==> src/rtl/load_store_unit.sv <==
// load_store_unit: initiator side of the word-addressed data-memory port.
// Accepts RV32I loads/stores over a valid/ready handshake. It drives an
// aligned word read/write port and returns extended load data with a
// one-cycle response pulse. Sub-word stores are read-modify-write.
//
// Ports:
//   clk, reset_n          clock, synchronous active-low reset
//   req_valid/req_ready   request handshake (ready only in IDLE)
//   req_write, req_funct3 store flag and RV32I width/sign code
//   req_addr, req_wdata   byte address, right-aligned store data
//   resp_valid            one-cycle completion pulse
//   resp_rdata/resp_error load result / fault flag, held until next response
//   mem_address           word-aligned byte address (0 when idle)
//   mem_write_data        full word to write
//   mem_write_enable      write strobe, gated low while in reset
//   mem_data              combinational read data for mem_address
module load_store_unit #(
  parameter int unsigned MEM_WORDS = 64
) (
  input  logic        clk,
  input  logic        reset_n,
  input  logic        req_valid,
  output logic        req_ready,
  input  logic        req_write,
  input  logic [2:0]  req_funct3,
  input  logic [31:0] req_addr,
  input  logic [31:0] req_wdata,
  output logic        resp_valid,
  output logic [31:0] resp_rdata,
  output logic        resp_error,
  output logic [31:0] mem_address,
  output logic [31:0] mem_write_data,
  output logic        mem_write_enable,
  input  logic [31:0] mem_data
);

  localparam int unsigned W = 32;

  typedef enum logic [2:0] {
    IDLE, LOAD, STORE, RMW_READ, RMW_WRITE, RESP
  } state_t;

  state_t      state;
  logic        mwe_q;
  logic [1:0]  lane_q;
  logic [2:0]  funct3_q;
  logic [15:0] wdata_q;   // full-word stores go straight to mem_write_data
  logic        req_err;
  logic [W-1:0] load_ext;
  logic [W-1:0] merged;
  logic [7:0]   ld_byte;
  logic [15:0]  ld_half;

  // Request classification on the incoming (unregistered) request.
  always_comb begin
    req_err = 1'b0;
    case (req_funct3)
      3'b000:         req_err = 1'b0;
      3'b001:         req_err = req_addr[0];
      3'b010:         req_err = |req_addr[1:0];
      3'b100:         req_err = req_write;
      3'b101:         req_err = req_write | req_addr[0];
      default:        req_err = 1'b1;
    endcase
    if ({2'b00, req_addr[31:2]} >= W'(MEM_WORDS)) req_err = 1'b1;
  end

  // Load lane selection and extension.
  always_comb begin
    ld_byte  = mem_data[{lane_q, 3'b000} +: 8];
    ld_half  = mem_data[{lane_q[1], 4'b0000} +: 16];
    load_ext = mem_data;
    case (funct3_q)
      3'b000:  load_ext = {{24{ld_byte[7]}}, ld_byte};
      3'b001:  load_ext = {{16{ld_half[15]}}, ld_half};
      3'b100:  load_ext = {24'd0, ld_byte};
      3'b101:  load_ext = {16'd0, ld_half};
      default: load_ext = mem_data;
    endcase
  end

  // Read-modify-write merge: replace only the addressed byte or half.
  always_comb begin
    merged = mem_data;
    if (funct3_q[0]) merged[{lane_q[1], 4'b0000} +: 16] = wdata_q;
    else             merged[{lane_q, 3'b000} +: 8]      = wdata_q[7:0];
  end

  assign mem_write_enable = mwe_q & reset_n;

  // Control FSM with registered outputs.
  always_ff @(posedge clk) begin
    if (!reset_n) begin
      state          <= IDLE;
      req_ready      <= 1'b1;
      resp_valid     <= 1'b0;
      resp_rdata     <= '0;
      resp_error     <= 1'b0;
      mwe_q          <= 1'b0;
      mem_address    <= '0;
      mem_write_data <= '0;
      lane_q         <= '0;
      funct3_q       <= '0;
      wdata_q        <= '0;
    end else begin
      resp_valid <= 1'b0;
      mwe_q      <= 1'b0;
      case (state)
        IDLE: begin
          if (req_valid && req_ready) begin
            req_ready <= 1'b0;
            lane_q    <= req_addr[1:0];
            funct3_q  <= req_funct3;
            wdata_q   <= req_wdata[15:0];
            if (req_err) begin
              state      <= RESP;
              resp_valid <= 1'b1;
              resp_error <= 1'b1;
              resp_rdata <= '0;
            end else if (!req_write) begin
              state       <= LOAD;
              mem_address <= {req_addr[31:2], 2'b00};
            end else if (req_funct3 == 3'b010) begin
              state          <= STORE;
              mem_address    <= {req_addr[31:2], 2'b00};
              mem_write_data <= req_wdata;
              mwe_q          <= 1'b1;
            end else begin
              state       <= RMW_READ;
              mem_address <= {req_addr[31:2], 2'b00};
            end
          end
        end
        LOAD: begin
          state       <= RESP;
          resp_valid  <= 1'b1;
          resp_rdata  <= load_ext;
          resp_error  <= 1'b0;
          mem_address <= '0;
        end
        RMW_READ: begin
          state          <= RMW_WRITE;
          mem_write_data <= merged;
          mwe_q          <= 1'b1;
        end
        STORE, RMW_WRITE: begin
          state       <= RESP;
          resp_valid  <= 1'b1;
          resp_rdata  <= '0;
          resp_error  <= 1'b0;
          mem_address <= '0;
        end
        RESP: begin
          state     <= IDLE;
          req_ready <= 1'b1;
        end
        default: begin
          state     <= IDLE;
          req_ready <= 1'b1;
        end
      endcase
    end
  end

endmodule
==> config.mk <==
export PLATFORM = sky130hd
export DESIGN_NAME = load_store_unit
export DESIGN_NICKNAME = d
export VERILOG_FILES = /design/src/rtl/load_store_unit.sv
export SDC_FILE = /design/constraint.sdc
export NUM_CORES = 1
export LEC_CHECK = 0
export CAP_MARGIN = 20
export CORE_ASPECT_RATIO = 1.2
export CORE_MARGIN = 2
export CORE_UTILIZATION = 42
export DETAILED_ROUTE_END_ITERATION = 10
export GPL_TIMING_DRIVEN = 0
export PLACE_DENSITY = 0.82
export SYNTH_ARGS = -nofsm -noshare
export SYNTH_HDL_FRONTEND = slang
export SYNTH_SLANG_ARGS = --single-unit
export TNS_END_PERCENT = 100
==> constraint.sdc <==
create_clock -name clk -period 1.93 [get_ports clk]
set_clock_uncertainty 0.1 [all_clocks]
set_input_delay 0.193 -clock clk [delete_from_list [all_inputs] [get_ports clk]]
set_output_delay 0.193 -clock clk [all_outputs]
set_load 0.02 [all_outputs]
==> reports/results.ini <==
[finish]
final_cells = 1079
final_util = 0.6736
seq_area_um2 = 2449
fin_area_um2 = 9309
syn2layout_area_growth_pct = 56.20
multi_input_area_um2 = 3396
layout.nets = 1004
fill_cells = 1065
layout-drive-gt1-share = 0.1476
num_antenna_cells = 0

[sta]
finalWorstSetupSlack_ns = -0.03167
maxSlewHeadroom = 0.6597
fin_crit_ns = 1.962
setup_viol_count_final = 3
period_share = 1.016
finalMaxSlewViolations = 0
max_freq_mhz = 509.8
worst_slew_pin_slew_ns = 0.5104
tns_ns = -0.04418
rsz0062_at_grt = yes
timing.hold.ws_ns = 0.03794
hold_viol = 0

[clock_tree]
cts_tree = built
root_buffer = clkbuf_16
clk-insertion-delay-late_ns = 0.42
clk_pin_slew_ns = 0.06
clkSinkCount = 122
postCtsHoldBufs = 0
cts_buffer_depth = 2
h-tree-depth = 4
cts_buffers = 17

[floorplan]
initial_core_util = 0.4312
core_area_um2 = 13820
io_pins = 203
rows = 47
dieArea_um2 = 15160
die_h_um = 134.5
fp.dieW_um = 112.7

[worst_setup_path]
required_ns = 2.18
path_max_fanout = 8
worstSetupPathType = flip-flop to flip-flop
cp-end-kind = flip-flop
worstPathArrival_ns = 2.21
critPathLaunchType = flip-flop

[power_and_ir_drop]
clkPwrFrac = 0.446
p_switching_mw = 2.011
p_per_area_nw_per_um2 = 818.8
p_sw_frac = 0.2639
pwr-share-comb = 0.193
p_int_mw = 5.610
leakage_nw = 3.699
p_total_mw = 7.622
ir_worst_vdd_mv = 0.6428
seqPwrFrac = 0.360

[routing]
antenna_left = 0
first_pass_iters = 5
avgViaCountPerCell = 5.585
drt_iter0_drc = 412
finalWirelength_um = 20000
drc = 0
routedWlPerCell_um = 18.54
vias = 6026

[logic_synthesis]
ys_top_cells_by_count = nand2_1 (129), dfxtp_1 (122), mux2i_1 (57)
yosysMostFrequentCell = nand2_1
ys_seq_area_frac = 0.4098
ys.flop_type = dfxtp_1
synth_area_um2 = 5959
avgSynthCellArea_um2 = 9.057
synth_top_cell_area_share = 0.4098
ys_ff_latch = 122
synth_cells = 658
netlist-cell-type-count = 52
synth_top_area_cell = dfxtp_1
synthArstFlopShare = 0
synth.area.top_cells = dfxtp_1 (41%), mux2i_1 (9.6%), nand2_1 (8.1%), a221o_1 (5.4%), o2bb2ai_1 (3.4%)
yosysWarnings = 0
synth_edf_count = 0

[grt]
grt_max_degree = 17
grt_pass1_wl_um = 30160
antenna_found_initial = 0
overflow = 0
grt_pass1_vias = 5856
grt_use_total = 0.2526

[placed_design]
dp_cells = 1030
gp_congestion = 0.9729
dp_slack_ns = -1.048
hpwlAfterDp_um = 14760
portBuffers = 200
dpl_cell_area_um2 = 8193

[flow_run]
cap_violations = 0

[hold_path]
hold_class = primary input to flip-flop

[outcome]
violations = negative setup slack
status = finished with violations

==> final timing paths <==
| check | start | end | slack, ns | depth (start not counted) |
|---|---|---|---|---|
| max | lane_q[0] | mem_write_data[25] | -0.03 | 8 |
| min | req_funct3[1] | funct3_q[1] | 0.04 | 3 |
| max reg2reg | lane_q[0] | mem_write_data[25] | -0.03 | 8 |
| min reg2reg | mem_address[29] | mem_address[29] | 0.35 | 1 |
==> cell usage in the layout, fill, tap and decap left out, types with 5 or more instances in the layout <==
cell type / synthesis / routed
and2_1: 26 / 26
a31oi_1: 7 / 7
clkbuf_1: 25 / 15
nand2b_1: 9 / 9
a21oi_1: 18 / 18
clkbuf_4: 0 / 5
o21ai_0: 15 / 13
inv_1: 13 / 12
nor2_1: 23 / 21
o2bb2ai_1: 23 / 23
dfxtp_1: 122 / 119
a21boi_0: 16 / 16
nor2b_1: 17 / 17
a21boi_1: 5 / 5
a221o_1: 32 / 32
a22o_1: 19 / 17
clkbuf_8: 0 / 5
mux2_2: 8 / 8
buf_6: 4 / 6
clkbuf_16: 0 / 19
buf_4: 3 / 22
clkdlybuf4s50_1: 0 / 198
buf_2: 10 / 6
clkbuf_2: 3 / 7
a32o_1: 8 / 8
o211ai_1: 16 / 16
mux2i_1: 57 / 55
nand2_1: 129 / 127
==> per-layer routing <==
| metal | up-vias | global-route usage | wire, um |
|---|---|---|---|
| li1 | 2841 | - | - |
| met1 | 2795 | 0.3081 | 8028 |
| met2 | 313 | 0.4025 | 9511 |
| met3 | 77 | 0.05566 | 1446 |
| met4 | 0 | 0.1626 | 1015 |
| met5 | - | 0 | 0 |
==> worst max-delay path, stage by stage (launching register included) <==
cell and delay, ns:
dfxtp_4 0.35, inv_1 0.15, ha_4 0.24, nor4bb_1 0.27
buf_4 0.20, a221o_1 0.15, a22o_1 0.18, nand2_1 0.09
mux2i_1 0.16
==> registers in the layout (all words and copies together) (netlist names), 2 cells and up <==
| name | count |
|---|---|
| wdata_q | 16 |
| mem_write_data | 32 |
| resp_rdata | 32 |
| funct3_q | 3 |
| lane_q | 2 |
| state | 3 |
| mem_address | 30 |
==> area by class of cell <==
cell class | count | area share
inverters | 13 | 0.006048
well taps | 171 | 0.02298
multi-input cells | 471 | 0.3648
plain buffers | 51 | 0.03817
flip-flops and latches | 122 | 0.2630
clock buffers | 20 | 0.05013
clock inverters | 11 | 0.01815
repair buffers | 220 | 0.2367
==> cells by family after synthesis <==
kind of cell,share of synthesized area
xor+xnor,0.001470
buf+inv,0.05123
simple gates,0.1789
other cells,0.0006293
fa+ha+maj,0.01050
flops,0.4098
compound gates,0.2328
mux,0.1146
==> timing repair <==
item | 4_1_cts | 5_1_grt
buffers inserted | 6 | 12
pin swaps | 7 | 28
setup endpoints to repair | 90 | 95
gates cloned | 0 | 2
gates resized for setup | 40 | 60
==> power groups by stage <==
stage	Sequential (mW)	Clock (mW)	Combinational [mW]
after floorplan	2.86	0	0.618
after global placement	2.79	0	1.29
after detailed placement	2.79	0	1.30
after CTS	2.74	3.44	1.36
after global routing	2.76	3.56	1.57
final	2.74	3.40	1.47
No activity file was read; power rests on OpenSTA's default activity.
